`src/rtl/stopwatch_ctrl_pkg.sv`:
```
// Shared types and constants for the stopwatch controller and its mm:ss counter.
// MAX_VAL is the terminal value for both fields; 59:59 is the saturating end point.
package stopwatch_ctrl_pkg;

    typedef enum logic [1:0] {
        IDLE  = 2'd0,
        RUN   = 2'd1,
        PAUSE = 2'd2,
        DONE  = 2'd3
    } state_t;

    localparam logic [7:0] MAX_VAL = 8'd59;

    typedef struct packed {
        logic [7:0] minute;
        logic [7:0] second;
    } time_t;

    // One-second advance of an mm:ss value, saturating at MAX_VAL:MAX_VAL.
    function automatic time_t time_inc(time_t t);
        time_t n;
        n = t;
        if (t.second < MAX_VAL) begin
            n.second = t.second + 8'd1;
        end else if (t.minute < MAX_VAL) begin
            n.second = 8'd0;
            n.minute = t.minute + 8'd1;
        end
        return n;
    endfunction

    function automatic logic time_at_max(time_t t);
        return (t.minute == MAX_VAL) && (t.second == MAX_VAL);
    endfunction

endpackage

```
`src/rtl/stopwatch_ctrl_mmss_counter.sv`:
```
// Minute:second counter. Advances one second per enable pulse, saturates at
// MAX_VAL:MAX_VAL, and clears synchronously with priority over enable.
module mmss_counter
    import stopwatch_ctrl_pkg::*;
(
    input  logic       clk,
    input  logic       rst_n,
    input  logic       en,
    input  logic       clr,
    output logic [7:0] second,
    output logic [7:0] minute,
    output logic       at_max
);

    time_t cur_t;
    time_t nxt_t;

    assign cur_t  = {minute, second};
    assign nxt_t  = time_inc(cur_t);
    assign at_max = time_at_max(cur_t);

    always_ff @(posedge clk or negedge rst_n) begin
        if (!rst_n) begin
            second <= 8'd0;
            minute <= 8'd0;
        end else if (clr) begin
            second <= 8'd0;
            minute <= 8'd0;
        end else if (en) begin
            second <= nxt_t.second;
            minute <= nxt_t.minute;
        end
    end

endmodule

```
`src/rtl/stopwatch_ctrl.sv`:
```
// Run/pause/clear stopwatch: prescaler-derived one-second tick, 4-state FSM,
// lap capture and a sticky alarm compare around an mm:ss counter.
module stopwatch_ctrl
    import stopwatch_ctrl_pkg::*;
#(
    parameter int unsigned TICK_DIV = 50000000
) (
    input  logic       clk,
    input  logic       rst_n,
    input  logic       start,
    input  logic       stop,
    input  logic       clear,
    input  logic       lap,
    input  logic       alarm_en,
    input  logic [7:0] alarm_min,
    input  logic [7:0] alarm_sec,
    output logic [7:0] second,
    output logic [7:0] minute,
    output logic [7:0] lap_second,
    output logic [7:0] lap_minute,
    output logic       lap_valid,
    output logic       running,
    output logic       done,
    output logic       alarm
);

    localparam int unsigned PW = (TICK_DIV > 1) ? $clog2(TICK_DIV) : 1;
    localparam logic [PW-1:0] PRESC_LAST = PW'(TICK_DIV - 1);

    state_t        state;
    logic [PW-1:0] presc;
    logic          tick;
    logic          at_max;
    time_t         cur_t;
    time_t         nxt_t;

    assign tick  = (state == RUN) && (presc == PRESC_LAST);
    assign cur_t = {minute, second};
    assign nxt_t = time_inc(cur_t);

    mmss_counter u_cnt (
        .clk    (clk),
        .rst_n  (rst_n),
        .en     (tick && !at_max),
        .clr    (clear),
        .second (second),
        .minute (minute),
        .at_max (at_max)
    );

    // Reaching the terminal value outranks a same-edge stop so the block
    // cannot be parked in PAUSE at 59:59 and later resume without finishing.
    always_ff @(posedge clk or negedge rst_n) begin
        if (!rst_n) begin
            state      <= IDLE;
            running    <= 1'b0;
            done       <= 1'b0;
            presc      <= '0;
            lap_second <= 8'd0;
            lap_minute <= 8'd0;
            lap_valid  <= 1'b0;
            alarm      <= 1'b0;
        end else begin
            lap_valid <= 1'b0;
            if (clear) begin
                state      <= IDLE;
                running    <= 1'b0;
                done       <= 1'b0;
                presc      <= '0;
                lap_second <= 8'd0;
                lap_minute <= 8'd0;
                alarm      <= 1'b0;
            end else begin
                // Lap samples the pre-increment value on a tick edge.
                if (lap && (state == RUN || state == PAUSE)) begin
                    lap_second <= second;
                    lap_minute <= minute;
                    lap_valid  <= 1'b1;
                end

                if (!alarm_en)
                    alarm <= 1'b0;
                else if (tick && nxt_t.minute == alarm_min && nxt_t.second == alarm_sec)
                    alarm <= 1'b1;

                if (state == RUN)
                    presc <= tick ? '0 : presc + 1'b1;

                if (tick && time_at_max(nxt_t)) begin
                    state   <= DONE;
                    running <= 1'b0;
                    done    <= 1'b1;
                end else begin
                    case (state)
                        IDLE: if (start && !stop) begin
                            state   <= RUN;
                            running <= 1'b1;
                            presc   <= '0;
                        end
                        RUN: if (stop) begin
                            state   <= PAUSE;
                            running <= 1'b0;
                        end
                        PAUSE: if (start && !stop) begin
                            state   <= RUN;
                            running <= 1'b1;
                        end
                        default: ;
                    endcase
                end
            end
        end
    end

endmodule
```
`config.mk`:
```
export PLATFORM = sky130hd
export DESIGN_NAME = stopwatch_ctrl
export DESIGN_NICKNAME = d
export VERILOG_FILES = /design/src/rtl/stopwatch_ctrl_pkg.sv /design/src/rtl/stopwatch_ctrl_mmss_counter.sv /design/src/rtl/stopwatch_ctrl.sv
export SDC_FILE = /design/constraint.sdc
export NUM_CORES = 1
export LEC_CHECK = 0
export CAP_MARGIN = 20
export CORE_UTILIZATION = 55
export DETAILED_ROUTE_END_ITERATION = 8
export HOLD_SLACK_MARGIN = 0.02
export PLACE_DENSITY_LB_ADDON = 0.3
export SETUP_SLACK_MARGIN = 0.5
export SLEW_MARGIN = 40
export SYNTH_ARGS = -nofsm -noshare
export SYNTH_HDL_FRONTEND = slang
export SYNTH_HIERARCHICAL = 1
export SYNTH_SLANG_ARGS = --single-unit
```
`constraint.sdc`:
```
create_clock -name clk -period 3 [get_ports clk]
set_input_delay 0.9 -clock clk [delete_from_list [all_inputs] [get_ports clk]]
set_output_delay 0.9 -clock clk [all_outputs]
set_load 0.02 [all_outputs]
```
## Word-level counts from Yosys, hierarchy flattened

Index checks and enable logic that the tools add are counted.

- Add/subtract/negate cells: 3
- Order comparisons: 2
- Equality and inequality tests: 12
- Mux-type cells: 34
- Reductions and logical operators: 19

Operators with widths:

| operator | count |
|---|---|
| $mux W26 | 6 |
| $mux W8 | 10 |
| $eq A8 B6 Y1 const B | 4 |
| $add A26 B1 Y26 const B | 1 |
| $eq A26 B26 Y1 const B | 1 |
| $add A8 B1 Y8 const B | 2 |
| $eq A8 B8 Y1 | 2 |
| $lt A8 B6 Y1 const B | 2 |
| $mux W16 | 1 |
| $mux W1 | 11 |
| $logic_and A1 B1 Y1 | 9 |
| $mux W2 | 4 |
| $reduce_bool A2 Y1 | 3 |
| $ne A4 B1 Y1 const B | 1 |
| $ne A4 B3 Y1 const B | 1 |
| $pmux W2 S2 | 1 |
| $reduce_bool A4 Y1 | 1 |
| $ne A3 B2 Y1 const B | 1 |
| $reduce_and A3 Y1 | 1 |
| $eq A2 B1 Y1 const B | 1 |
| $eq A2 B2 Y1 const B | 1 |
| $logic_not A1 Y1 | 2 |
| $logic_not A2 Y1 | 1 |
| $pmux W1 S2 | 1 |
| 2 further kinds | 2 |

- Flip-flop bits (word level): 64
- Output and inout port bits: 36
- Logic and storage cells: 80

## Longest topological paths before layout

Gate-level depths: netlist of the first run.

- Depth after elaboration: 9
- Mapped depth: 11

## Hierarchy

The synthesis of the first run kept the hierarchy.

Modules (own cells, without submodules):

| module | instances | cells each | area an instance (µm²) |
|---|---|---|---|
| stopwatch_ctrl | 1 | 333 | 3066.7 |
| mmss_counter | 1 | 79 | 845.8 |

## Least setup slack after synthesis of the first run

OpenSTA, ideal clock, no wires.

- Kind: flip-flop to flip-flop
- From: register state[1]
- To: register u_cnt.second[5]
- Arrival time: 2.650 ns
- Required time: 2.879 ns
- Slack: 0.229 ns
- Stages on the path, launching flop included: 12
- Path buffers: 2
- Period minus slack after synthesis: 2.771 ns
- Path through: dfrtp_1 > inv_1 > ha_1 > clkbuf_1 > nand4_1 > or3_1 > nor2_1 > nor3b_2 > a221oi_2 > buf_6 > a41o_2 > a22o_2

- Longest elaborated chain between the ends: 4

Ends and longest elaborated chain:

| item | line | text |
|---|---|---|
| start: declaration | stopwatch_ctrl.sv:30 | `state_t state;` |
| start signal: assignment | stopwatch_ctrl.sv:55 | `state <= IDLE;` |
| start signal: assignment | stopwatch_ctrl.sv:66 | `state <= IDLE;` |
| start signal: assignment | stopwatch_ctrl.sv:90 | `state <= DONE;` |
| $eq A2 B1 Y1 | stopwatch_ctrl.sv:37 | `assign tick = (state == RUN) && (presc == PRESC_LAST);` |
| $logic_and A1 B1 Y1 | stopwatch_ctrl.sv:37 |  |
| $logic_and A1 B1 Y1 | stopwatch_ctrl.sv:44 | `.en (tick && !at_max),` |
| $reduce_bool A2 Y1 (no source line) | n/a |  |
| end signal: assignment | stopwatch_ctrl_mmss_counter.sv:30 | `second <= nxt_t.second;` |
| end: declaration | stopwatch_ctrl_mmss_counter.sv:10 | `output logic [7:0] second,` |

No other way between the ends.
A chain may end at the register's enable or synchronous reset.

## Worst setup path in the final report of the first run

- From: register presc[8]
- To: register u_cnt.second[4]

- Longest elaborated chain between the ends: 4

Ends and longest elaborated chain:

| item | line | text |
|---|---|---|
| start: declaration | stopwatch_ctrl.sv:31 | `logic [PW-1:0] presc;` |
| start signal: assignment | stopwatch_ctrl.sv:87 | `presc <= tick ? '0 : presc + 1'b1;` |
| $eq A26 B26 Y1 | stopwatch_ctrl.sv:37 |  |
| $logic_and A1 B1 Y1 | stopwatch_ctrl.sv:37 |  |
| $logic_and A1 B1 Y1 | stopwatch_ctrl.sv:44 |  |
| $reduce_bool A2 Y1 (no source line) | n/a |  |

No other way between the ends.

==> impl_metrics.json, run 1 <==
{
  "portBuffers": 58,
  "diodes": 0,
  "synth_area_sq_mm": 0.00391,
  "grt_pass1_wl_mm": 17.2,
  "cts-buffers-inserted": 9,
  "antenna_found_initial": 0,
  "grt_overflow": 0,
  "finClkSkew_ns": 0.0133,
  "avgSynthCellArea_sq_um": 9.50,
  "gp_congestion": 0.962,
  "clk_path_buf_depth": 2,
  "die_area_sq_mm": 0.00745,
  "cts-htree-levels": 3,
  "place_area_sq_mm": 0.00467,
  "p_int_mw": 1.59,
  "detail_route.wirelength_mm": 11.9,
  "combPwrFrac": 0.151,
  "maxCapViolCount": 0,
  "synth-async-reset-ratio": 1.00,
  "rsz0062_at_grt": "true",
  "synth_flop_cell": "dfrtp_1",
  "worstSetupStartpoint": "presc[8]",
  "fp.dieW_um": 86.3,
  "drc_errors": 0,
  "start_util": 0.573,
  "synth_seq_cells": 64,
  "track_usage": 0.297,
  "clk_latency_ns": 0.34,
  "fmaxAchievable_ghz": 0.369,
  "post-route-period-util": 0.902,
  "synth_top_cell_area_share": 0.409,
  "setup_viol": 0,
  "synth-seq-area-share": 0.409,
  "syn-num-nets": 444,
  "io_pins": 59,
  "peakVddDrop_mv": 0.255,
  "clockPowerShare": 0.429,
  "leakage_nw": 2.29,
  "final.setup.tns_ns": 0,
  "cp-start-kind": "flop",
  "timing.rr.start": "presc[8]",
  "synth_cell_type_count": 67,
  "die_h_um": 86.3,
  "mostFrequentLayoutCells": "buf_4, clkdlybuf4s50_1, dfrtp_1, nor2_1, nand2_1",
  "cts_sinks": 64,
  "slew_headroom": 0.535,
  "final_area_sq_mm": 0.00551,
  "min_period_ns": 2.71,
  "worstMarginPinSlew_ns": 0.698,
  "grt_start_max_net_pins": 40,
  "arrival_ns": 2.97,
  "routedWlPerCell_um": 19.0,
  "drive_gt1_frac": 0.290,
  "postCtsHoldBufs": 0,
  "syn2layout_area_growth_pct": 40.7,
  "critical_path_class": "reg -> reg",
  "power.switching_mw": 0.568,
  "root_buffer": "clkbuf_8",
  "layout.nets": 558,
  "pwr-share-seq": 0.420,
  "synth_edf_count": 0,
  "ys_top_cells_by_area": "dfrtp_1, xor2_1, nor2_1",
  "drt.antenna.violating_nets": 0,
  "cp.required_ns": 3.27,
  "synthCells": 412,
  "crit_fanout": 5,
  "ys_warn_count": 6,
  "endpoint_kind": "flop",
  "drt_iter0_markers": 235,
  "cts_tree": "yes",
  "std_cell_rows": 30,
  "power_density_mw_per_mm2": 391,
  "hp-class": "in -> async",
  "swShare": 0.264,
  "vias": 3865,
  "clkTransAtPathRegs_ns": 0.08,
  "reg2reg_slack_ns": 0.29,
  "synth_top_area_cell": "dfrtp_1",
  "grt_pass1_vias": 3542,
  "core_sq_mm": 0.00683,
  "firstDrtPassIters": 5,
  "final_common_cell": "buf_4",
  "outcome": "complete, no violations",
  "post-dp-hpwl_mm": 7.21,
  "hold_violations": 0,
  "report.final.slew_viol_count": 0,
  "vias_per_cell": 6.16
}
==> what timing repair did <==
action                                  CTS  global route
setup buffers                            21            24
endpoints found under the setup margin   23            24
gates resized for setup                  22            45
gates cloned                              0             0
pin swaps                                 7            31
==> sequential cells by signal, summed over array words and instances (netlist names), 2 cells and up <==
name,flops
presc,26
lap_minute,8
lap_second,8
u_cnt/minute,8
u_cnt/second,8
state,2
==> final cells by class <==
class,count,area (sq um)
clock buffer,10,128
clock inverter,6,116
fill,427,1330
inverter,13,48.8
multi-input combinational,318,2400
sequential,64,1620
tap,96,120
timing repair buffer,120,1060
==> through the flow <==
stage               setup WS, ns  hold slack (ns)   util  power [mW]  instances
finish                     0.294            0.471  0.806        2.15        627
global route               0.181            0.498  0.806        2.22        627
CTS                        0.422            0.482  0.753        2.13        603
detailed placement        0.0714            0.485  0.684        1.20        566
global placement          0.0874            0.483  0.684        1.20        566
floorplan                  0.501            0.497      -        1.08        412
==> worst max-delay path, stage by stage (launching register included) <==
cell and delay [ns]:
dfrtp_1 0.39, nor4bb_1 0.32, nand4_1 0.19, or3_4 0.47, nor2_4 0.15, nor3b_4 0.32
a221oi_4 0.15, buf_4 0.17, or3_4 0.33, a21oi_2 0.13
==> final timing paths <==
kind                            cells after the start              end
worst max-delay path                                9  u_cnt/second[4]
worst min-delay path                                1         state[0]
worst max register to register                      9  u_cnt/second[4]
worst min register to register                      1    lap_second[1]
max in group asynchronous                           2  u_cnt/second[2]
min in group clk                                    1    lap_second[1]
==> Yosys cell counts, types with 7 or more instances <==
cell type and number:
ha_1 9, clkbuf_1 9, o22ai_1 7, a21oi_1 22
nor2b_1 8, a22o_1 16, nand3_1 22, o21ai_0 13
inv_1 13, nand4_1 12, xor2_1 23, xnor2_1 16
dfrtp_1 64, nand2_1 29, nor2_1 42, or3_1 8
==> cell families (layout without fill, tap and decap cells) <==
kind of cell,count (synthesis),count (layout),share of synthesized area
flops,64,64,0.409
compound gates,100,100,0.205
fa+ha+maj,9,9,0.0288
xor+xnor,39,39,0.0873
buf+inv,30,149,0.0374
simple gates,167,167,0.224
mux,3,3,0.00799
==> power groups by stage <==
stage	Sequential, mW	Clock, mW	Combinational [mW]
2_1_floorplan	0.933	0	0.142
3_3_place_gp	0.928	0	0.270
3_5_place_dp	0.929	0	0.274
4_1_cts	0.901	0.923	0.306
5_1_grt	0.908	0.964	0.348
6_report	0.904	0.925	0.325
==> metal layers <==
layer	global-route usage	wire (um)
met2	0.499	5960
met4	0.121	367
met1	0.387	4910
met3	0.0429	703
met5	0	0
Note: power is estimated with default switching activity, not from simulation.
==> inputs of run 2 (changes only) <==
--- a/config.mk
+++ b/config.mk
@@ -10,6 +10,7 @@
 export DETAILED_ROUTE_END_ITERATION = 8
 export HOLD_SLACK_MARGIN = 0.02
 export PLACE_DENSITY_LB_ADDON = 0.3
+export REMOVE_ABC_BUFFERS = 1
 export SETUP_SLACK_MARGIN = 0.5
 export SLEW_MARGIN = 40
 export SYNTH_ARGS = -nofsm -noshare
==> constraint.sdc (replaced) <==
create_clock -name clk -period 2.53 [get_ports clk]
set_input_delay 0.759 -clock clk [delete_from_list [all_inputs] [get_ports clk]]
set_output_delay 0.759 -clock clk [all_outputs]
set_load 0.02 [all_outputs]
==> impl_metrics.json, run 2 (synthesis gave the netlist of run 1 again) <==
{
  "hp-class": "in -> async",
  "final-seq-area_sq_mm": 0.00161,
  "outcome": "finished, violations left",
  "finClkSkew_ns": 0.0131,
  "cts_sinks": 64,
  "grt_pass1_vias": 3961,
  "slew_headroom": 0.630,
  "drive_gt1_frac": 0.388,
  "antenna_found_initial": 0,
  "grt_overflow": 0,
  "post-route-period-util": 1.08,
  "crit_fanout": 7,
  "drc_errors": 0,
  "grt_start_max_net_pins": 38,
  "power.switching_mw": 0.743,
  "reg2reg_depth": 9,
  "worst_slack_ns": -0.190,
  "largest_reg_flops": 26,
  "gp_congestion": 0.926,
  "min_period_ns": 2.72,
  "stdcell_count": 666,
  "dpl.cell_count": 607,
  "drt.antenna.violating_nets": 0,
  "vias": 4176,
  "fp.dieW_um": 86.3,
  "clk_latency_ns": 0.35,
  "place_area_sq_mm": 0.00496,
  "maxCapViolCount": 0,
  "cp.required_ns": 2.79,
  "layout.nets": 597,
  "leakage_nw": 2.62,
  "grt_pass1_wl_mm": 20.2,
  "detail_route.wirelength_mm": 14.0,
  "combPwrFrac": 0.185,
  "firstDrtPassIters": 5,
  "p_int_mw": 1.85,
  "track_usage": 0.358,
  "clk_path_buf_depth": 2,
  "std_cell_rows": 30,
  "swShare": 0.286,
  "cts-htree-levels": 3,
  "fmaxAchievable_ghz": 0.368,
  "vias_per_cell": 6.27,
  "diodes": 0,
  "cts-buffers-inserted": 9,
  "die_area_sq_mm": 0.00745,
  "power_density_mw_per_mm2": 436,
  "rsz0062_at_grt": "true",
  "clkTransAtPathRegs_ns": 0.09,
  "worstMarginPinSlew_ns": 0.555,
  "drt_iter0_markers": 305,
  "post-dp-hpwl_mm": 8.09,
  "final_core_util": 0.872,
  "final_common_cell": "buf_4",
  "critical_path_class": "reg -> reg",
  "portBuffers": 58,
  "pwr-share-seq": 0.411,
  "setup_viol": 12,
  "timing.rr.start": "presc[25]",
  "io_pins": 59,
  "n_fill_cell": 354,
  "clockPowerShare": 0.404,
  "report.final.slew_viol_count": 0,
  "failed_checks": "setup timing",
  "arrival_ns": 2.98,
  "final_area_sq_mm": 0.00596,
  "syn2layout_area_growth_pct": 52.3,
  "multi_input_area_sq_mm": 0.00260,
  "pre_cts_ws_ns": -0.110,
  "core_sq_mm": 0.00683,
  "cts_tree": "yes",
  "cp-start-kind": "flop",
  "worstSetupStartpoint": "presc[25]",
  "start_util": 0.573,
  "routedWlPerCell_um": 21.1,
  "die_h_um": 86.3,
  "hold_violations": 0,
  "mostFrequentLayoutCells": "buf_4, dfrtp_1, nor2_1, nand2_1, xor2_1",
  "peakVddDrop_mv": 0.328,
  "top_register": "presc",
  "final.setup.tns_ns": -0.854,
  "root_buffer": "clkbuf_8",
  "endpoint_kind": "flop"
}
==> run 2: metrics by stage <==
stage / hold WS [ns] / power (mW)
detailed placement: 0.486 / 1.45
floorplan: 0.463 / 1.26
CTS: 0.418 / 2.52
global route: 0.442 / 2.67
finish: 0.411 / 2.59
global placement: 0.482 / 1.44
==> run 2: cell type report <==
class	count	area share
inverters	13	0.00819
clock inverters	6	0.0153
multi-input cells	318	0.436
repair buffers	159	0.226
well taps	96	0.0202
clock buffers	10	0.0231
flip-flops and latches	64	0.271
==> run 2: what timing repair did <==
item,in CTS,in global routing
pin swaps,26,25
endpoints found under the setup margin,81,71
hold buffers,0,0
resized for setup,138,50
setup buffers,28,15
==> run 2: routing by layer <==
layer	track usage	wire (um)
met1	0.443	5160
met2	0.616	6930
met3	0.0648	1080
met4	0.152	868
met5	0	0
==> run 2: power groups by stage <==
stage | sequential [mW] | clock [mW] | combinational (mW)
floorplan | 1.11 | 0 | 0.151
global placement | 1.08 | 0 | 0.359
detailed placement | 1.08 | 0 | 0.372
CTS | 1.07 | 1.04 | 0.414
global route | 1.07 | 1.09 | 0.506
finish | 1.07 | 1.05 | 0.479
==> run 2: final timing paths <==
path,endpoint,slack [ns]
max,u_cnt/minute[3],-0.19
min,state[0],0.41
max reg2reg,u_cnt/minute[3],-0.19
min reg2reg,lap_second[6],0.51
max in group asynchronous,u_cnt/minute[2],1.69
min in group clk,lap_second[6],0.51
==> run 2: worst max-delay path, cell delays in order (launching register included) <==
cell and delay [ns]:
dfrtp_1 0.43, nor4bb_4 0.37, nand4_1 0.17, or3_4 0.39, nor2_4 0.10, nor3b_4 0.27, buf_4 0.17, o311ai_4 0.13
or3_1 0.38, a21oi_1 0.21
